$ cat src/rtl/cla_subtractor_seq_ctrl.sv
`default_nettype none
// ============================================================================
//  Module      : carry_lookahead_subtractor
//  Description : N-bit combinational subtractor, o_diff = i_a - i_b - i_bin.
//                Every borrow is formed directly from generate/propagate
//                terms and the borrow-in, so no borrow ripples bit to bit.
//  Ports       : i_a, i_b  [N-1:0]  operands
//                i_bin              borrow-in
//                o_diff   [N-1:0]   difference
//                o_bout             borrow-out
//  Revision    : 1.0  initial release
// ============================================================================
module carry_lookahead_subtractor #(
    parameter int N = 8
) (
    input  logic [N-1:0] i_a,
    input  logic [N-1:0] i_b,
    input  logic         i_bin,
    output logic [N-1:0] o_diff,
    output logic         o_bout
);
    // Bit i generates a borrow when a=0,b=1 and passes one on when a==b.
    logic [N-1:0] w_gen;
    logic [N-1:0] w_prop;
    logic [N:0]   w_borrow;

    assign w_gen  = ~i_a & i_b;
    assign w_prop = ~(i_a ^ i_b);

    // Sum-of-products expansion:
    // borrow[i+1] = g[i] | p[i]g[i-1] | ... | p[i]..p[0]bin
    always_comb begin
        logic v_term;
        logic v_pp;
        w_borrow    = '0;
        w_borrow[0] = i_bin;
        for (int i = 0; i < N; i++) begin
            v_term = 1'b0;
            v_pp   = 1'b1;
            for (int j = i; j >= 0; j--) begin
                v_term = v_term | (v_pp & w_gen[j]);
                v_pp   = v_pp & w_prop[j];
            end
            w_borrow[i+1] = v_term | (v_pp & i_bin);
        end
    end

    assign o_diff = i_a ^ i_b ^ w_borrow[N-1:0];
    assign o_bout = w_borrow[N];
endmodule

// ============================================================================
//  Module      : cla_subtractor_seq_ctrl
//  Description : Limb-serial wide subtractor, diff = a - b - bin over
//                N*LIMBS bits. One N-bit lookahead subtractor is reused once
//                per cycle, LSB limb first, with the borrow carried between
//                limbs in a register. Valid/ready on both sides.
//  Ports       : clk, rst_n (async, active-low)
//                in_valid / in_ready    operand handshake (a, b, bin)
//                out_valid / out_ready  result handshake (diff, bout, zero)
//                busy                   operation in RUN or DONE
//  Revision    : 1.0  initial release
// ============================================================================
module cla_subtractor_seq_ctrl #(
    parameter int N     = 8,
    parameter int LIMBS = 4
) (
    input  logic             clk,
    input  logic             rst_n,
    input  logic             in_valid,
    output logic             in_ready,
    input  logic [N*LIMBS-1:0] a,
    input  logic [N*LIMBS-1:0] b,
    input  logic             bin,
    output logic             out_valid,
    input  logic             out_ready,
    output logic [N*LIMBS-1:0] diff,
    output logic             bout,
    output logic             zero,
    output logic             busy
);
    localparam int c_W     = N * LIMBS;
    localparam int c_IDX_W = (LIMBS > 1) ? $clog2(LIMBS) : 1;
    localparam logic [c_IDX_W-1:0] c_LAST_IDX = c_IDX_W'(LIMBS - 1);

    typedef enum logic [1:0] {
        S_IDLE = 2'd0,
        S_RUN  = 2'd1,
        S_DONE = 2'd2
    } state_t;

    state_t             r_state;
    state_t             w_state_next;
    logic [c_W-1:0]     r_a;
    logic [c_W-1:0]     r_b;
    logic [c_W-1:0]     r_diff;
    logic [c_W-1:0]     w_diff_next;
    logic               r_borrow;
    logic               r_zero;
    logic [c_IDX_W-1:0] r_idx;
    logic [N-1:0]       w_limb_diff;
    logic               w_limb_bout;
    logic               w_accept;
    logic               w_last;

    carry_lookahead_subtractor #(.N(N)) u_sub (
        .i_a    (r_a[r_idx*N +: N]),
        .i_b    (r_b[r_idx*N +: N]),
        .i_bin  (r_borrow),
        .o_diff (w_limb_diff),
        .o_bout (w_limb_bout)
    );

    assign w_last = (r_idx == c_LAST_IDX);

    // Full-width view of the result including the limb being produced now,
    // so the zero flag can be registered on the same edge as the last limb.
    always_comb begin
        w_diff_next                = r_diff;
        w_diff_next[r_idx*N +: N]  = w_limb_diff;
    end

    // ---------------- FSM: state register ----------------
    always_ff @(posedge clk or negedge rst_n) begin
        if (!rst_n) begin
            r_state <= S_IDLE;
        end else begin
            r_state <= w_state_next;
        end
    end

    // ---------------- FSM: next state and outputs ----------------
    always_comb begin
        w_state_next = r_state;
        in_ready     = 1'b0;
        out_valid    = 1'b0;
        busy         = 1'b1;
        w_accept     = 1'b0;
        case (r_state)
            S_IDLE: begin
                in_ready = 1'b1;
                busy     = 1'b0;
                w_accept = in_valid;
                if (in_valid) begin
                    w_state_next = S_RUN;
                end
            end
            S_RUN: begin
                if (w_last) begin
                    w_state_next = S_DONE;
                end
            end
            S_DONE: begin
                out_valid = 1'b1;
                if (out_ready) begin
                    w_state_next = S_IDLE;
                end
            end
            default: begin
                w_state_next = S_IDLE;
                busy         = 1'b0;
            end
        endcase
    end

    // ---------------- Datapath ----------------
    always_ff @(posedge clk or negedge rst_n) begin
        if (!rst_n) begin
            r_a      <= '0;
            r_b      <= '0;
            r_diff   <= '0;
            r_borrow <= 1'b0;
            r_zero   <= 1'b0;
            r_idx    <= '0;
        end else if (w_accept) begin
            r_a      <= a;
            r_b      <= b;
            r_borrow <= bin;
            r_idx    <= '0;
        end else if (r_state == S_RUN) begin
            r_diff   <= w_diff_next;
            r_borrow <= w_limb_bout;
            r_idx    <= r_idx + c_IDX_W'(1);
            if (w_last) begin
                r_zero <= (w_diff_next == '0);
            end
        end
    end

    assign diff = r_diff;
    assign bout = r_borrow;
    assign zero = r_zero;

endmodule
`default_nettype wire

$ cat config.mk
export PLATFORM = sky130hd
export DESIGN_NAME = cla_subtractor_seq_ctrl
export DESIGN_NICKNAME = d
export VERILOG_FILES = /design/src/rtl/cla_subtractor_seq_ctrl.sv
export SDC_FILE = /design/constraint.sdc
export NUM_CORES = 1
export LEC_CHECK = 0
export CAP_MARGIN = 20
export CELL_PAD_IN_SITES_DETAIL_PLACEMENT = 0
export CELL_PAD_IN_SITES_GLOBAL_PLACEMENT = 1
export CORE_MARGIN = 2
export CORE_UTILIZATION = 41
export DETAILED_ROUTE_END_ITERATION = 8
export GPL_ROUTABILITY_DRIVEN = 0
export PLACE_DENSITY_LB_ADDON = 0.05
export SYNTH_ARGS = -nofsm -noshare
export SYNTH_HDL_FRONTEND = slang
export SYNTH_HIERARCHICAL = 1
export SYNTH_SLANG_ARGS = --single-unit
$ cat constraint.sdc
create_clock -name clk -period 5.3 [get_ports clk]
set_clock_uncertainty 0.1 [all_clocks]
set_input_delay 1.59 -clock clk [delete_from_list [all_inputs] [get_ports clk]]
set_output_delay 1.59 -clock clk [all_outputs]
set_load 0.03 [all_outputs]
After elaboration in Yosys (flattened, before gate mapping)

Cells that the tools add are included.

Reductions and logical operators: 7
$lt $le $gt $ge: 0
Divide/modulo/power cells: 0
Multiply operators: 0
Muxes and demuxes: 13
Shifts and indexed selects: 4
$add $sub $neg: 2
Equal/unequal tests: 6
Bitwise gates (word level): 106

Operators with widths:

| kind                                                                     | number |
|---|---|
| 1-bit AND                                                                | 64 |
| 32-bit by 6-bit variable part select with 8-bit output                   | 2 |
| 1-bit bitwise OR                                                         | 36 |
| 5-bit negator with 34-bit output                                         | 1 |
| 8-bit by 34-bit variable shift with 32-bit output (first input constant) | 1 |
| 8-bit by 34-bit variable part select with 32-bit output                  | 1 |
| 32-bit bitwise mux                                                       | 1 |
| 32-bit logical NOT                                                       | 1 |
| 8-bit NOT                                                                | 2 |
| 8-bit XOR                                                                | 2 |
| 2-bit 2-to-1 mux                                                         | 5 |
| 8-bit AND                                                                | 1 |
| 1-bit 2-to-1 mux                                                         | 6 |
| 2-bit inequality test (second input constant)                            | 3 |
| 2-bit one-hot mux with 3 select lines                                    | 1 |
| 3-bit AND reduction                                                      | 2 |
| 2-bit == test (second input constant)                                    | 2 |
| 2-bit by 1-bit adder with 2-bit output (second input constant)           | 1 |
| 2-bit by 1-bit == test with 1-bit output (second input constant)         | 1 |
| 2-bit logical NOT                                                        | 1 |
| 2-bit AND reduction                                                      | 1 |
| 2-bit nonzero test                                                       | 1 |
| 2-bit OR reduction                                                       | 1 |
| 1-bit NOT                                                                | 1 |

Memories: 0
Memory bits (read-only): 0
Flip-flop bits (word level): 102
Logic and storage cells: 145
Memory bits (writable): 0
Latch bits: 0
Input bits: 69

Logic depth before layout (Yosys ltp)

Word-level depth: 15
Depth in mapped cells: 13

Cells and area by module

The synthesis kept the hierarchy.

Modules (own cells, without submodules):

| module                     | cells an instance | area an instance (µm²) | instances |
|---|---|---|---|
| cla_subtractor_seq_ctrl    | 300               | 4520.6                 | 1 |
| carry_lookahead_subtractor | 58                | 412.9                  | 1 |

Least setup slack after synthesis

Ideal clock, no wire load.

Kind: register to register
Start: register r_idx[0]
End: register r_zero (netlist: zero)
Arrival time: 3.537 ns
Cell stages (with the launch flop): 13
Path slack: 1.596 ns
Cell sequence: dfrtp_1 buf_2 buf_4 mux4_2 ha_1 a211oi_4 nor3b_1 o21a_1 o21ai_1 or4_4 o211a_1 nor4_2 a32o_1

RTL lines:

| item                                                                      | line       | text |
|---|---|---|
| start, declared                                                           | 100        | `logic [c_IDX_W-1:0] r_idx;` |
| start signal, assigned                                                    | 183        | `r_idx <= r_idx + c_IDX_W'(1);` |
| 32-bit by 6-bit variable part select with 8-bit output (on tied branches) | 107, 108   |  |
| 8-bit XOR / 8-bit NOT (equally long branches)                             | 28, 48, 27 |  |
| 8-bit NOT / 8-bit AND (equally long branches)                             | 28, 27     |  |
| 1-bit AND (on tied branches)                                              | 41, 42     |  |
| 1-bit bitwise OR, or another cell as far along (3 in series)              | 41         | `v_term = v_term \| (v_pp & w_gen[j]);` |
| 1-bit bitwise OR / 1-bit AND (equally long branches)                      | 41, 44     |  |
| 1-bit bitwise OR                                                          | 44         | `w_borrow[i+1] = v_term \| (v_pp & i_bin);` |
| 8-bit XOR *                                                               | 48         | `assign o_diff = i_a ^ i_b ^ w_borrow[N-1:0];` |
| net w_limb_diff[5]                                                        | 101        | `logic [N-1:0] w_limb_diff;` |
| 8-bit by 34-bit variable part select with 32-bit output *                 | 120        | `w_diff_next[r_idx*N +: N] = w_limb_diff;` |
| 32-bit bitwise mux *                                                      | 120        |  |
| 32-bit logical NOT *                                                      | 185        | `r_zero <= (w_diff_next == '0);` |
| end signal, assigned                                                      | 185        |  |
| end, declared                                                             | 99         | `logic r_zero;` |

The timed path passes the listed nets; every way through them passes the cells marked *.
A chain may end at the register's enable or synchronous reset.

Final worst setup path

Ends and elaborated chain as after synthesis.

==> summary.md <==
| Metric | Value |
|---|---|
| Hold Crit Start | `r_b[17]$_DFFE_PN0P_` |
| Crit path arrival time | `3970 ps` |
| Cell Chain, Critical Path | `buf_4 > mux4_2 > ha_1 > a211oi_4 > nor3b_1 > o21a_1 > o21ai_1 > or4_4 > o21ai_0 > a2bb2oi_1 > a32o_1` |
| EDFF count, synth | `0` |
| Vias | `~3300` |
| Post-detail-place hpwl | `8.27 mm` |
| Fin crit share | `around 70%` |
| First-pass GRT wire length | `18.6 mm` |
| DR iter-0 viols | `160` |
| Final WL | `11.3 mm` |
| M1 WL | `4.76 mm` |
| CTS Buf Count | `9` |
| Crit path max-delay cell type | `mux4_2` |
| Fmax | `264 MHz` |
| Comb pwr share | `between 50% and 60%` |
| Final worst setup slack | `1520 ps` |
| Max Cap Viol | `0` |
| Slew @ Worst Pin | `823 ps` |
| Setup TNS | `0 ps` |
| Critical R2R Capture | `zero$_DFFE_PN0P_` |
| Final antenna-violating net count | `0` |
| Seq pwr share | `28.5%` |
| R2R Setup Slk | `1520 ps` |
| Die Y | `114 um` |
| Fraction of layout instances using a drive strength above 1 | `25.6%` |
| Met3 routed WL | `480 um` |
| Flop and latch count out of synthesis | `102` |
| Distinct cells, synth | `57` |
| Hold path cells | `1` |
| Clk pwr share | `13.7%` |
| H-tree depth | `3` |
| Synth warn | `6` |
| Period minus WS final | `3780 ps` |
| Clock slew at reported path FFs | `70 ps` |
| Fillers | `1036` |
| Wire per inst | `approximately 18 um` |
| Starting Density | `41.6%` |
| R2R depth | `11` |
| I/O pin count | `106` |
| Area of the mapped netlist | `slightly below 5000 um^2` |
| Final Setup Violations | `0` |
| Worst Hold Path EP | `r_b[17]$_DFFE_PN0P_` |
| Setup WS pre-CTS | `1480 ps` |
| 1st-pass router iterations | `5` |
| Crit Path Class | `register to register` |
| Final hold violation count | `0` |
| FFs w/ async S/R, synth | `100%` |
| Initial antenna violation count | `0` |
| Die Area | `12900 um^2` |
| Post-CTS Resized | `0` |
| Clk buf depth | `2` |
| Crit path launch | `r_idx[0]$_DFFE_PN0P_` |
| Vias per Instance | `approximately 5.4` |
| Pwr Density | `751 nW/um^2` |
| CTS tree | `done` |
| Syn Inst Count | `358` |
| Avg Inst Size Synth | `13.8 um^2` |
| Largest net degree at the start of global routing | `67` |
| P&R area growth vs syn | `30.2%` |
| DRC | `0` |
| Clk_lat worst skew | `350 ps` |
| Worst r2r src | `r_idx[0]$_DFFE_PN0P_` |
| CP max stage delay | `580 ps` |
| P_sw | `0.00211 W` |
| Number of port buffers | `105` |
| Slew margin rel. | `between 40% and 50%` |
| VDD IR max | `0.270 mV` |
| Post-synthesis net count | `446` |
| Row count | `40` |
| Outcome | `complete, no violations` |
| Die width | `114 um` |
| RSZ-0062 raised after global routing | `no` |
| Routed wl met2 | `5.86 mm` |
| Core ar. | `11900 um^2` |
| Vias in the first global route | `3470` |
| Internal cell power | `0.00271 W` |
| All-Layer GR Usage | `around a fifth` |
| Switching share of power | `a little over two fifths` |
| CTS Sinks | `102` |
| Crit Path Max Fanout | `23` |
| GRT Residual Overflow | `0` |
| Crit end category | `register` |
| Sequential share of the synthesized area | `51.7%` |
| Leakage | `2.74 nW` |
| Post-CTS Hold Fix Bufs | `0` |
| Ant. Diodes | `0` |
| Worst path required time | `~5500 ps` |
| CP startpoint kind | `register` |
| Ys flop type | `dfrtp_1` |
| Post-CTS setup buffer count | `0` |
| Fin nets | `between 500 and 600` |
| Slew Viols, Final | `0` |
| Root Driver | `clkbuf_16` |
| Hold WC Path Type | `register to register` |
| DR top layer | `met4` |
==> area by class of cell <==
| cell class | instances | area (um^2) | area share (%) |
|---|---|---|---|
| Tap cell | 147 | 184 | 2.86 |
| Multi-Input combinational cell | 223 | 2230 | 34.8 |
| Sequential cell | 102 | 2550 | 39.8 |
| Clock buffer | 10 | 229 | 3.57 |
| Clock inverter | 6 | 68.8 | 1.07 |
| Timing Repair Buffer | 110 | 1090 | 16.9 |
| Inverter | 18 | 67.6 | 1.05 |
==> Yosys cell counts (all sizes together), types with 7 or more instances <==
cell type    n  area share (%)
ha          18             4.6
o21ai        7            0.79
a22o        32             5.8
nand2       12            0.96
a21oi       11             1.1
dfrtp      102              52
mux2        65              15
nor2         8            0.61
inv         18             1.4
nor4         7             1.0
mux4        16             7.3
buf         13             1.5
==> cell usage in the layout (no fill, tap or decap), drive strengths merged, types with 3 or more instances in the layout <==
cell type      netlist  routed
nor4                 7       7
a21oi               11      11
clkdlybuf4s50        0     104
nor2                 8       8
nor3b                4       4
mux4                16      16
nand3                4       4
nand2               12      12
dfrtp              102     102
ha                  18      18
o21ai                7       7
mux2                65      65
buf                 13       6
nor3                 3       3
a22o                32      32
inv                 18      20
clkbuf               2      10
xor2                 3       3
==> worst max-delay path, delay by kind of cell, from the launching register on <==
| kind | cells | cell delay, ps |
|---|---|---|
| DFF | 1 | 320 |
| AOI/OAI and AO/OA | 6 | 1060 |
| adders and majority gates | 1 | 360 |
| and+or+nand+nor | 2 | 920 |
| muxes | 1 | 580 |
| buffers and inverters | 1 | 380 |
==> stage by stage <==
| step | power (W) | std cells | hold slack (ps) | util, % | cell area [um^2] |
|---|---|---|---|---|---|
| floorplan | 0.00327 | 358 | 374 | - | 4930 |
| global placement | 0.00415 | 600 | 384 | 51.6 | 6120 |
| detailed placement | 0.00417 | 600 | 388 | 51.6 | 6120 |
| CTS | 0.00485 | 616 | 403 | 54.1 | 6420 |
| global route | 0.00516 | 616 | 429 | 54.1 | 6420 |
| finish | 0.00482 | 616 | 401 | 54.1 | 6420 |
==> sequential cells by signal, indices dropped and copies added, names as in the netlist <==
| signal | flops |
|---|---|
| bout | 1 |
| r_state | 2 |
| diff | 32 |
| r_b | 32 |
| r_a | 32 |
| zero | 1 |
| r_idx | 2 |
==> power groups by stage <==
stage,Clock (W),Combinational (W),Sequential [W]
final,0.000662,0.00278,0.00137
after global routing,0.000712,0.00302,0.00143
after CTS,0.000678,0.00279,0.00138
after detailed placement,0,0.00277,0.00140
after global placement,0,0.00275,0.00139
after floorplan,0,0.00181,0.00146
==> routing by layer <==
layer	track usage (%)	vias up
li1	-	1557
met1	23.6	1654
met2	32.4	82
met3	3.88	15
met4	6.99	0
met5	0	-
==> cells by family (layout without fill, tap and decap cells) <==
group / after synthesis / count (layout) / share of synthesized area [%]
buffers and inverters: 33 / 144 / 3.04
multiplexers: 83 / 83 / 22.5
XOR/XNOR: 4 / 4 / 0.710
flip-flops: 102 / 102 / 51.7
AO/OA/AOI/OAI: 63 / 63 / 10.2
AND/OR/NAND/NOR: 54 / 54 / 6.82
adder cells (fa/ha/maj): 19 / 19 / 4.97
==> worst max-delay path by stage <==
stage / endpoint / slack [ps] / cells past startpoint
after floorplan: zero$_DFFE_PN0P_ / 1600 / 12
after global placement: r_b[2]$_DFFE_PN0P_ / 1500 / 4
after detailed placement: r_b[3]$_DFFE_PN0P_ / 1480 / 4
after CTS: zero$_DFFE_PN0P_ / 1520 / 12
after global routing: zero$_DFFE_PN0P_ / 1240 / 12
final: zero$_DFFE_PN0P_ / 1520 / 11
(Power assumes the default switching activity.)
==> patch 1: new RTL, same settings <==
`N` is set to 8 in 2 places; all go to 16.
--- a/src/rtl/cla_subtractor_seq_ctrl.sv
+++ b/src/rtl/cla_subtractor_seq_ctrl.sv
@@ -11,7 +11,7 @@
 //  Revision    : 1.0  initial release
 // ============================================================================
 module carry_lookahead_subtractor #(
-    parameter int N = 8
+    parameter int N = 16
 ) (
     input  logic [N-1:0] i_a,
     input  logic [N-1:0] i_b,
@@ -62,7 +62,7 @@
 //  Revision    : 1.0  initial release
 // ============================================================================
 module cla_subtractor_seq_ctrl #(
-    parameter int N     = 8,
+    parameter int N     = 16,
     parameter int LIMBS = 4
 ) (
     input  logic             clk,
Interface: changed (resized a, b and diff); port bits go from 106 to 202. The function was not compared with the original's and may differ.
==> patch 1 against the unedited design <==
- synthesized area rose by 96%
- critical endpoint unchanged
- sequential cell count rose by 96
- count of clock-buffer cells in the layout rose by 9
- cell area rose by 96%
- synthesized cell count rose by 110%
- highest routed layer unchanged
- wire length rose by 130%
- worst hold slack got worse by 11 ps
- setup slack got worse by 630 ps
Power is left out: the tool's default activity adds up to more than one toggle a clock period on the data nets, which glitch-free logic cannot reach.
==> patch 1: results <==
run_status:
  status: "completed"
global_routing:
  grt_pass1_wl_um: 41000
  grt_max_degree: 116
  grt_pass1_vias: 7281
  track_usage_pct: 21.9
  antenna_found_initial: 0
logic_synthesis:
  synth_common_cells: "dfrtp_1, mux2_1, a22o_1, nand2_1, mux2_2"
  yosys-top-cells-area: "dfrtp_1, mux2_1, mux4_2, mux2_2, a22o_1"
  synth_cell_type_count: 63
  ys.flop_type: "dfrtp_1"
  synth_seq_area_share_pct: 51.3
  syn_nets: 904
  yosys_warnings: 6
  synthArstFlopShare_pct: 100
setup_path:
  criticalPathCategory: "reg2reg"
  r2r_slack_ps: 880
  r2r-end: "zero"
  path_max_fanout: 11
  ff2ff_path_depth: 13
  max_stage_delay_ps: 570
  r2r-start: "r_idx[0]"
  slowest_stage: "dfrtp_2"
  crit_family: "compound AO/OA/AOI/OAI gates"
clock_tree:
  clockBufferDepth: 2
  root_buffer: "clkbuf_16"
  numCtsBuffers: 17
  post_cts_buffers: 0
  path_clk_slew_ps: 70
  insertion_delay_ps: 440
  cts_resized: 0
  htree_levels: 4
min_path:
  worstHoldEndpoint: "r_b[56]"
  hold_path.class: "reg2reg"
  hp-start: "r_b[56]"
  holdPathStages: 1
finish:
  num_antenna_cells: 0
  final_layout_size_suffix_gt1_share_pct: 14.2
  nets: 1102
placed_design:
  portBuffers: 201
  place_hpwl_um: 19700
detailed_routing:
  drt-pass1-iter-count: 5
  vias: 6934
  wirelength_um: 26300
  first_iter_violations: 375
sta:
  worst_pin_slew_ps: 1280
-- patch 1: cell types whose count changed in the layout (fill, tap and decap cells not counted), moves of 17 or more --
cell             unedited run  this run
a22o_1                     27        47
clkdlybuf4s50_1           104       200
dfrtp_1                   102       196
mux2_1                      0        87
mux2_2                     65        41
nand2_1                    10        44
o21ai_1                     1        18
-- patch 1: layout make-up --
| cell class | instances | area [sq um] |
|---|---|---|
| clock buffers | 19 | 433 |
| clock inverters | 13 | 168 |
| fillers | 1990 | 10700 |
| inverters | 33 | 124 |
| multi-input cells | 474 | 4370 |
| flip-flops and latches | 198 | 4960 |
| well taps | 319 | 399 |
| repair buffers | 218 | 2160 |
-- patch 1: metal layers --
metal / up-vias / GRT usage [%] / routed length, um
li1: 3169 / - / -
met2: 263 / 38.3 / 13500
met1: 3467 / 27.9 / 11100
met5: - / 0 / 0
met3: 35 / 3.74 / 1280
met4: 0 / 6.80 / 479
-- patch 1: through the flow --
step | hold slack (ps) | cells | util (%) | setup slack [ps] | cell area, sq um
finish | 390 | 1274 | 54.2 | 884 | 12600
global route | 398 | 1274 | 54.2 | 441 | 12600
CTS | 394 | 1274 | 54.2 | 863 | 12600
detailed placement | 378 | 1242 | 51.6 | 887 | 12000
global placement | 369 | 1242 | 51.6 | 946 | 12000
floorplan | 359 | 744 | - | 1230 | 9650
-- patch 1: cells by family after synthesis --
group           Yosys count  synth area share [%]
xor+xnor                 11                 0.998
simple gates            141                  7.66
fa+ha+maj                27                  3.58
mux                     164                  22.9
flops                   198                  51.3
compound gates          131                  10.1
buf+inv                  72                  3.45
==> patch 2: new RTL, same settings <==
Without the edit above. Reset style: synchronous (`rst_n`), changed in 2 clocked blocks. Comments in the files are not updated.
--- a/src/rtl/cla_subtractor_seq_ctrl.sv
+++ b/src/rtl/cla_subtractor_seq_ctrl.sv
@@ -121,7 +121,7 @@
     end
 
     // ---------------- FSM: state register ----------------
-    always_ff @(posedge clk or negedge rst_n) begin
+    always_ff @(posedge clk) begin
         if (!rst_n) begin
             r_state <= S_IDLE;
         end else begin
@@ -164,7 +164,7 @@
     end
 
     // ---------------- Datapath ----------------
-    always_ff @(posedge clk or negedge rst_n) begin
+    always_ff @(posedge clk) begin
         if (!rst_n) begin
             r_a      <= '0;
             r_b      <= '0;
Function: differs if rst_n is asserted again (counterexample within 4 cycles, from zero or initial values and one cycle with rst_n low); with rst_n held inactive, the same outputs for 10 cycles.
==> patch 2 against the unedited design <==
- cell area fell by 0.55%
- setup slack got worse by 62 ps
- worst hold slack got worse by 38 ps
- via count increased by 23%
- synthesized area up 0.46%
- sequential cell count is the same
- non-clock buffer count down 2
- wire length up 9.7%
- first-iteration DRC count grew 64%
- count of clock-buffer cells in the layout down 1
- critical path type unchanged
- largest cell class is now multi-input combinational cells
Power is not compared: it rests on default switching activity, and its combinational part moved more than twofold at a synthesized area within 25%.
==> patch 2: results <==
logic_synthesis:
  synth_seq_area_share_pct: 41.2
  yosys_warnings: 6
  synthArstFlopShare_pct: 0
  yosys-top-cells-area: "dfxtp_1, nand2_1, a21boi_0, mux4_2, a22oi_1"
  synth_common_cells: "nand2_1, dfxtp_1, a21boi_0, nor2b_1, a22oi_1"
  syn_nets: 629
  ys.flop_type: "dfxtp_1"
  synth_cell_type_count: 55
run_status:
  status: "completed"
setup_path:
  path_max_fanout: 20
  crit_end: "zero"
  ff2ff_path_depth: 12
  r2r_slack_ps: 1450
  crit_arrival_ps: 3990
  crit_path_start: "r_idx[0]"
global_routing:
  grt_max_degree: 65
  grt_pass1_vias: 4039
  antenna_found_initial: 0
  grt_pass1_wl_um: 20400
  track_usage_pct: 19.8
detailed_routing:
  vias: 4074
  drt-pass1-iter-count: 7
  wirelength_um: 12400
  first_iter_violations: 263
sta:
  tns_ps: 0
  worst_pin_slew_ps: 980
  setup_violations: 0
placed_design:
  portBuffers: 105
  place_hpwl_um: 9280
  placed_area_sq_um: 6060
finish:
  nets: 717
  final_layout_size_suffix_gt1_share_pct: 7.89
min_path:
  holdPathStages: 2
clock_tree:
  insertion_delay_ps: 350
  htree_levels: 3
  post_cts_buffers: 0
==> patch 2: cell types whose count changed after synthesis, moves of 5 or more <==
cell	unedited run	this run
a21boi_0	0	64
a22o_1	27	0
a22o_2	5	0
a22oi_1	0	31
clkbuf_1	2	15
dfrtp_1	102	0
dfxtp_1	0	102
mux2_2	65	0
nand2_1	11	140
nor2_1	8	13
nor2b_1	1	33
==> patch 2: worst min-delay path by stage <==
stage	startpoint	endpoint	slack [ps]
after floorplan	r_a[11]	r_a[11]	340
after CTS	r_b[24]	r_b[24]	370
after detailed placement	r_b[24]	r_b[24]	360
after global placement	r_b[24]	r_b[24]	350
final	r_b[24]	r_b[24]	360
after global routing	r_b[0]	r_b[0]	390
==> patch 2: kinds of logic (layout without fill, tap and decap cells) <==
group,Yosys count,after routing,share of synthesized area [%]
AO/OA/AOI/OAI,124,124,18.9
flip-flops,102,102,41.2
buffers and inverters,51,144,4.57
adder cells (fa/ha/maj),19,19,4.95
AND/OR/NAND/NOR,220,220,21.3
XOR/XNOR,4,4,0.707
multiplexers,21,21,8.43
==> patch 2: cell type report <==
cell class                      count  area (sq um)
Fill cell                        1130          5530
Sequential cell                   102          2040
Inverter                           20          75.1
Clock buffer                        9           225
Timing Repair Buffer              108          1070
Clock inverter                      7           100
Tap cell                          147           184
Multi-Input combinational cell    388          2690
==> patch 2: worst max-delay path, cell delays in order, from the launching register on <==
cell      delay [ps]
dfxtp_1          500
buf_4            400
mux4_2           590
inv_1             80
ha_1             270
a211oi_4         330
nor3_2            90
or4_1            470
nand4_1          220
nor3_1           110
a211oi_1         270
nor4_1            90
a41o_1           220
==> patch 2: power by group <==
part | switching [uW] | internal, uW
sequential | 85.0 | 882
combinational | 750 | 474
clock | 322 | 383
==> patch 2: routing by layer <==
layer / track usage (%) / up-vias / share of wire [%]
li1: - / 2049 / -
met1: 25.8 / 1917 / 45
met2: 34.1 / 91 / 50
met3: 3.29 / 17 / 3.5
met4: 5.53 / 0 / 1.5
met5: 0 / - / 0
==> patch 2: stage by stage <==
step / power, uW / setup WS (ps) / cells / hold slack (ps)
floorplan: 1850 / 1780 / 541 / 339
global placement: 2190 / 1570 / 765 / 353
detailed placement: 2210 / 1410 / 765 / 355
CTS: 2920 / 1420 / 781 / 367
global route: 3080 / 1150 / 781 / 387
finish: 2900 / 1450 / 781 / 363
